<file path="config.mk">
export PLATFORM = sky130hd
export DESIGN_NAME = reg_writeback_arbiter
export DESIGN_NICKNAME = d
export VERILOG_FILES = /design/src/rtl/reg_writeback_arbiter.sv
export SDC_FILE = /design/constraint.sdc
export NUM_CORES = 1
export LEC_CHECK = 0
export ABC_AREA = 1
export BUFFER_PORTS_ARGS = -buffer_cell sky130_fd_sc_hd__buf_2
export CAP_MARGIN = 25
export CELL_PAD_IN_SITES_DETAIL_PLACEMENT = 0
export CELL_PAD_IN_SITES_GLOBAL_PLACEMENT = 1
export CORE_UTILIZATION = 30
export DETAILED_ROUTE_END_ITERATION = 10
export GPL_TIMING_DRIVEN = 0
export PLACE_DENSITY_LB_ADDON = 0.1
export SETUP_SLACK_MARGIN = 0.2
export SLEW_MARGIN = 20
export SYNTH_ARGS = -nofsm -noshare
export SYNTH_HDL_FRONTEND = slang
export SYNTH_SLANG_ARGS = --single-unit
</file>
<file path="constraint.sdc">
create_clock -name clk -period 6.4 [get_ports clk]
set_clock_uncertainty 0.2 [all_clocks]
set_input_delay 1.28 -clock clk [delete_from_list [all_inputs] [get_ports clk]]
set_output_delay 1.28 -clock clk [all_outputs]
set_load 0.03 [all_outputs]
</file>
<file path="src/rtl/reg_writeback_arbiter.sv">
// reg_writeback_arbiter: queues tensor writeback results and issues them in
// FIFO order onto the register files' force-write port. Issue is held off
// during UPDATE when a normal register write is pending. A per-register
// pending mask covers every destination that is still in flight.
//
// Handshake: a transfer happens on a rising clk edge when enq_valid and
// enq_ready are both 1. enq_ready depends only on registered occupancy.
// enq_valid may rise without waiting for enq_ready. The source holds
// enq_dest and enq_data stable until the transfer completes.
module reg_writeback_arbiter #(
    parameter int THREADS   = 4,
    parameter int DATA_BITS = 16,
    parameter int DEPTH     = 4
) (
    input  logic                         clk,
    input  logic                         reset,
    input  logic                         flush,
    input  logic                         enq_valid,
    output logic                         enq_ready,
    input  logic [3:0]                   enq_dest,
    input  logic [THREADS*DATA_BITS-1:0] enq_data,
    input  logic [2:0]                   core_state,
    input  logic                         decoded_reg_write_enable,
    output logic                         force_reg_write_enable,
    output logic [3:0]                   force_reg_write_dest,
    output logic [THREADS*DATA_BITS-1:0] force_reg_write_data,
    output logic [15:0]                  pending_mask,
    output logic [$clog2(DEPTH+1)-1:0]   queue_count,
    output logic                         err_illegal_dest
);

    localparam int PW = $clog2(DEPTH);
    localparam int CW = $clog2(DEPTH+1);
    localparam int LW = THREADS*DATA_BITS;
    localparam logic [2:0] CORE_UPDATE = 3'b110;
    localparam logic [CW-1:0] DEPTH_C = CW'(DEPTH);

    logic [3:0]    dest_mem [DEPTH];
    logic [LW-1:0] data_mem [DEPTH];
    logic [PW-1:0] rd_ptr;
    logic [PW-1:0] wr_ptr;
    logic [CW-1:0] count;
    logic [CW-1:0] reg_cnt [16];

    logic enq_fire;
    logic dest_legal;
    logic push;
    logic empty;
    logic blocked;
    logic issue;
    logic [3:0] head_dest;

    // Handshake, legality and issue decisions for the current cycle.
    always_comb begin
        enq_ready  = (count < DEPTH_C);
        enq_fire   = enq_valid && enq_ready;
        dest_legal = (enq_dest != 4'd0) && (enq_dest <= 4'd12);
        push       = enq_fire && dest_legal && !flush && !reset;
        empty      = (count == '0);
        blocked    = (core_state == CORE_UPDATE) && decoded_reg_write_enable;
        issue      = !empty && !blocked && !flush && !reset;
        head_dest  = dest_mem[rd_ptr];
    end

    // Force-write port is driven straight from the head entry.
    always_comb begin
        force_reg_write_enable = issue;
        force_reg_write_dest   = empty ? 4'd0 : head_dest;
        force_reg_write_data   = empty ? '0 : data_mem[rd_ptr];
        queue_count            = count;
    end

    // Pointers and occupancy. Flush or reset drops every entry at once.
    always_ff @(posedge clk) begin
        if (reset || flush) begin
            rd_ptr <= '0;
            wr_ptr <= '0;
            count  <= '0;
        end else begin
            if (push)
                wr_ptr <= wr_ptr + 1'b1;
            if (issue)
                rd_ptr <= rd_ptr + 1'b1;
            if (push && !issue)
                count <= count + 1'b1;
            else if (!push && issue)
                count <= count - 1'b1;
        end
    end

    // Entry storage. Stale slots are never read because the empty check gates them.
    always_ff @(posedge clk) begin
        if (push) begin
            dest_mem[wr_ptr] <= enq_dest;
            data_mem[wr_ptr] <= enq_data;
        end
    end

    // Per-register in-flight counters. An enqueue and a pop to the same register cancel out.
    always_ff @(posedge clk) begin
        if (reset || flush) begin
            for (int r = 0; r < 16; r++)
                reg_cnt[r] <= '0;
        end else begin
            for (int r = 0; r < 16; r++) begin
                if ((push && enq_dest == 4'(r)) && !(issue && head_dest == 4'(r)))
                    reg_cnt[r] <= reg_cnt[r] + 1'b1;
                else if (!(push && enq_dest == 4'(r)) && (issue && head_dest == 4'(r)))
                    reg_cnt[r] <= reg_cnt[r] - 1'b1;
            end
        end
    end

    // Pending mask covers legal destinations only. Register 0 and registers 13-15 read as 0.
    always_comb begin
        pending_mask = '0;
        for (int r = 1; r <= 12; r++)
            pending_mask[r] = (reg_cnt[r] != '0);
    end

    // Sticky error for rejected destinations. Only reset clears it.
    always_ff @(posedge clk) begin
        if (reset)
            err_illegal_dest <= 1'b0;
        else if (enq_fire && !dest_legal)
            err_illegal_dest <= 1'b1;
    end

endmodule

</file>
Yosys cells after proc, flatten, opt, wreduce, memory -nomap -nowiden:

Memories as Yosys holds them, arrays and structs flattened. A register that Yosys moved wholly into a read port is not among the register bits.
Cells that the tools add are included.
Widths: inputs -> output; s select.

* register bits: 8
* bits in latches: 0
* bits in writable memories: 320
* memory bits (read-only): 0
* bits of input ports: 76
* output and inout port bits: 90
* logic and storage cells: 397
* memories kept: 3

Memory list
* data_mem: words 4, bits a word 64, read ports 1, clocked after Yosys merged registers in 1, wr ports 1, RTL line 39 `logic [LW-1:0] data_mem [DEPTH];`
* reg_cnt: words 16, bits a word 3, read ports 16, clocked after Yosys merged registers in 0, wr ports 16, RTL line 43 `logic [CW-1:0] reg_cnt [16];`
* dest_mem: words 4, bits a word 4, read ports 1, clocked after Yosys merged registers in 1, wr ports 1, RTL line 38 `logic [3:0] dest_mem [DEPTH];`

* add/subtract/negate cells: 36
* multipliers: 0
* div/mod/pow operators: 0
* $lt $le $gt $ge: 2
* eq/ne operators: 31
* shift operators: 0
* multiplexer cells: 156
* bitwise operators: 32
* reductions and logical operators: 133

Operators by type and width (count)
* $mux 1: 116
* $mux 3: 34
* $logic_and 1x1->1: 76
* $eq 4x4->1 const B: 16
* $mux 64: 1
* $add 3x1->3 const B: 17
* $sub 3x1->3 const B: 17
* $logic_not 1->1: 39
* $reduce_bool 3->1: 12
* $eq 4x3->1 const B: 8
* $or 1x1->1: 32
* $eq 4x2->1 const B: 4
* $eq 4x1->1 const B: 2
* $logic_not 4->1: 2
* $mux 2: 4
* $add 2x1->2 const B: 2
* $le 4x4->1 const B: 1
* $mux 4: 1
* $reduce_bool 4->1: 1
* $eq 3x3->1 const B: 1
* $logic_not 3->1: 1
* $lt 3x3->1 const B: 1
* $reduce_bool 2->1: 1
* $logic_or 1x1->1: 1

Depth between registers and ports, before layout:

* word-level depth: 14
* mapped depth: 16
* mapped depth without buffers: 16

Least setup slack after synthesis:

OpenSTA, ideal clock, no wires.

* kind: input to register
* from: in enq_dest[0]
* to: mem data_mem[0][0] in the netlist's numbering, enable pin
* setup time: 494 ps
* data arrival time: 4786 ps
* data required time: 5706 ps
* setup slack: 920 ps
* cell stages on the path: 8
* buffers on the path: 1
* path through: nor2_1 -> nand2_1 -> nand2_2 -> nand2_2 -> nor2_4 -> buf_6 -> inv_1 -> nor2_1

* longest elaborated chain between the ends: 7
* elaborated cells between the ends (all ways): 8
* classes of those cells: 1 x order compare; 2 x mux; 5 x reduce/logical

RTL lines
* from (decl): RTL line 20 `input logic [3:0] enq_dest,`
* $le 4x4->1 or $reduce_bool 4->1 (tied branches): RTL line 57 `dest_legal = (enq_dest != 4'd0) && (enq_dest <= 4'd12);`
* $logic_and 1x1->1 *: RTL line 57
* $logic_and 1x1->1 * (3 in a row): RTL line 58 `push = enq_fire && dest_legal && !flush && !reset;`
* via push: RTL line 47 `logic push;`
* $mux 1 *: RTL line 93 `if (push) begin`
* $mux 1 (not written as such) *: RTL line 95 `data_mem[wr_ptr] <= enq_data;`
* to (decl): RTL line 39

Mark *: on every way through the listed nets, which the timed path passes. The rest lies on a longest branch.

==> insert_results.sql <==
INSERT INTO impl_metrics (metric_group, metric, value, unit) VALUES
('floorplan', 'initial_utilization', '0.305', ''),
('critical_path', 'endpoint_kind', 'output port', ''),
('sta', 'finalSetupViolCount', '0', ''),
('routing', 'drc_errors', '0', ''),
('placement', 'gp_weighted_congestion', '0.734', ''),
('cells_and_area', 'most_frequent_cells_in_the_layout', '311 x nor2_1, 308 x edfxtp_1, 172 x buf_2', ''),
('critical_path', 'timing.critical_path.slowest_stage_cell', 'clkbuf_1', ''),
('cells_and_area', 'fillerInstances', '4387', ''),
('synth', 'seq_area_frac_synth', '0.700', ''),
('sta', 'setup_repair_after_global_routing_missed_its_margin', 'no', ''),
('synth', 'yosysTopAreaCellShare', '0.685', ''),
('critical_path', 'required_time_of_the_critical_path', '4.92', 'ns'),
('clocking', 'tritoncts', 'built', ''),
('synth', 'synth_cells', '1174', ''),
('clocking', 'clk-insertion-delay-late', '0.53', 'ns'),
('floorplan', 'std_cell_rows', '77', ''),
('status', 'outcome', 'completed', ''),
('cells_and_area', 'drive_gt1_frac', '0.200', ''),
('cells_and_area', 'num-nets-final', '1488', ''),
('synth', 'synth_area_leader_cell', 'edfxtp_1', ''),
('cells_and_area', 'layoutNonFillerInstCount', '2009', ''),
('routing', 'wirelength', '34900', 'um'),
('routing', 'postRouteAntennaNets', '0', ''),
('synth', 'synthDistinctLibCells', '35', ''),
('clocking', 'cts.clk_slew.worst_paths', '0.06', 'ns'),
('cells_and_area', 'num_antenna_cells', '0', ''),
('sta', 'final_hold_viol_count', '0', ''),
('global_routing', 'grt-ovfl-total', '0', ''),
('synth', 'synthesis.area_per_instance', '11.5', 'sq um'),
('clocking', 'cts_root_buf', 'clkbuf_16', ''),
('global_routing', 'first_global_vias', '8721', ''),
('placement', 'dpl_cell_area', '15500', 'sq um'),
('clocking', 'clkSinkCount', '318', ''),
('synth', 'cells_taking_the_most_area_after_synthesis', 'edfxtp_1 68%, nor2_1 8.8%, o21ai_0 4.8%', ''),
('global_routing', 'global_route_usage_sum', '0.152', ''),
('floorplan', 'die_w', '214', 'um'),
('synth', 'yosys_warnings', '0', ''),
('critical_path', 'timing.setup.critical_path_class', 'reg2out', ''),
('routing', 'avgRoutedWirePerCell', '17.4', 'um'),
('critical_path', 'critical_path.max_stage_delay', '0.53', 'ns'),
('placement', 'hpwl_after_dpl', '23500', 'um'),
('sta', 'max_slew_margin', '0.494', ''),
('clocking', 'post_cts.resized_instances', '0', ''),
('synth', 'synth.cell_area', '13500', 'sq um'),
('global_routing', 'grt_pass1_wl', '52900', 'um'),
('routing', 'post_drt_via_cell_ratio', '4.46', ''),
('flow_run', 'max-cap-violations', '0', ''),
('routing', 'drt-initial-drc-count', '475', ''),
('clocking', 'count_of_h_tree_levels_built_during_cts', '2', ''),
('floorplan', 'io-pin-count', '166', ''),
('clocking', 'max-clock-path-buffers', '3', ''),
('routing', 'detail_route.first_pass.iterations', '5', ''),
('floorplan', 'core_region_area', '44300', 'sq um'),
('placement', 'numPlacedInstances', '1945', ''),
('critical_path', 'worstPathMaxFanout', '10', ''),
('placement', 'io_buffers', '161', ''),
('critical_path', 'worst-endpoint-arrival', '2.78', 'ns'),
('synth', 'flip_flop_and_latch_count_after_synthesis', '318', ''),
('clocking', 'post_cts_setup_repair_bufs', '0', ''),
('global_routing', 'antenna_found_initial', '2', ''),
('sta', 'final_period_minus_worst_setup_slack', '4.26', 'ns'),
('critical_path', 'critPathLaunchType', 'flip-flop', ''),
('critical_path', 'timing.critical_path.buf_inv', '4', ''),
('clocking', 'post_cts_hold_buffer_count', '0', ''),
('sta', 'worst_slew_pin_slew', '0.759', 'ns'),
('power', 'cellLeakagePower', '0.00621', 'uW'),
('critical_path', 'path_cells', 'buf_6 > clkbuf_1 > buf_2 > nor2_1 > nor2_1 > o21ai_0 > a21oi_1 > buf_2', ''),
('sta', 'fmaxAchievable', '234', 'MHz'),
('cells_and_area', 'layout.cells.most_common', 'nor2_1', ''),
('sta', 'timing_max_transition_violations_final', '0', ''),
('critical_path', 'critical-path-top-delay-family', 'buffers and inverters', ''),
('global_routing', 'grt_max_degree', '21', ''),
('clocking', 'number_of_buffers_added_by_the_clock_tree_synthesis_step', '37', ''),
('worst_hold_path', 'min-delay-path-class', 'reg2reg', ''),
('power', 'vdd_drop_max', '0.183', 'mV'),
('sta', 'final.period_utilization', '0.666', ''),
('power', 'powerDensity', '281', 'nW/um^2'),
('cells_and_area', 'stdcell_area', '16700', 'sq um'),
('cells_and_area', 'area_growth_syn_to_layout', '23.4', '%'),
('floorplan', 'die_area', '45900', 'sq um'),
('routing', 'total_via_count_in_the_routed_design', '8964', ''),
('floorplan', 'floorplan.die.height', '214', 'um');
==> area by class of cell <==
| class | count | area [sq um] | share of cell area |
|---|---|---|---|
| tap | 592 | 741 | 0.0445 |
| clock buffer | 49 | 992 | 0.0596 |
| timing repair buffer | 176 | 1200 | 0.0722 |
| multi-input combinational | 725 | 3550 | 0.213 |
| sequential | 318 | 9450 | 0.567 |
| inverter | 77 | 289 | 0.0173 |
| buffer | 57 | 258 | 0.0155 |
| clock inverter | 15 | 178 | 0.0107 |
==> final timing paths <==
kind / startpoint / to / slack, ns / cells after the start
setup / recovery: flip-flop / force_reg_write_data[44] / 2.14 / 8
setup reg to reg: queue_count[0] / reg_cnt[3][2] / 3.51 / 12
hold / removal: err_illegal_dest / err_illegal_dest / 0.25 / 2
hold reg to reg: err_illegal_dest / err_illegal_dest / 0.25 / 2
==> layer usage <==
metal  wire, um  part of all wire  GRT usage  up-vias
li1           -                 -          -     4472
met1      16300              0.47      0.205     4272
met2      16400              0.47      0.249      172
met3       1460             0.042     0.0284       44
met4        620             0.018     0.0462        4
met5         23           0.00066          0        -
==> cells in the mapped netlist <==
master	number
a31o_2	1
buf_6	2
or2_1	2
xor2_1	8
inv_1	64
o21ai_2	1
buf_1	15
o21ai_4	1
nand2_2	5
nand2_4	1
dfxtp_1	10
edfxtp_1	308
mux2i_1	3
a211oi_1	1
nand3_1	21
inv_2	13
o21ai_0	130
xnor2_1	4
o21bai_1	1
buf_2	11
fa_1	11
nand3_2	4
nor2_2	8
clkbuf_1	25
buf_4	4
nor2_4	3
nor2_1	315
ha_1	9
a21oi_1	87
nand4_1	5
conb_1	1
nor3_4	1
o22ai_1	1
o21ai_1	12
nand2_1	86
==> power breakdown <==
| part | total (uW) | switching [uW] | internal [uW] |
|---|---|---|---|
| Combinational | 302 | 211 | 90.5 |
| Clock | 2050 | 828 | 1220 |
| Sequential | 2340 | 15.4 | 2320 |
==> through the flow <==
step | setup TNS (ns) | power [uW] | utilization | hold slack, ns | setup slack (ns)
2_1_floorplan | 0 | 2560 | - | 0.236 | 0.920
3_3_place_gp | -611.26 | 2680 | 0.340 | 0.239 | -2.34
3_5_place_dp | 0 | 2690 | 0.350 | 0.246 | 2.37
4_1_cts | 0 | 4770 | 0.376 | 0.257 | 1.98
5_1_grt | 0 | 4870 | 0.376 | 0.275 | 1.89
6_report | 0 | 4690 | 0.376 | 0.254 | 2.14
==> state kept, by name, summed over array words and instances, names as in the netlist, named ones only <==
register and flops:
data_mem 256, dest_mem 16, err_illegal_dest 1, queue_count 3
rd_ptr 2, reg_cnt 36, wr_ptr 2
==> tightest hold or removal path, delay by kind of cell (launching register included) <==
family                 cells  cell delay, ns
AOI/OAI and AO/OA          1            0.05
buffers and inverters      1            0.05
DFF                        1            0.31
==> kinds of logic after synthesis <==
logic type,synth area share
xor+xnor,0.00778
fa+ha+maj,0.0246
buf+inv,0.0405
simple gates,0.136
flops,0.700
compound gates,0.0889
other cells,0.000278
mux,0.00222
Note: power is estimated with default switching activity, not from simulation.
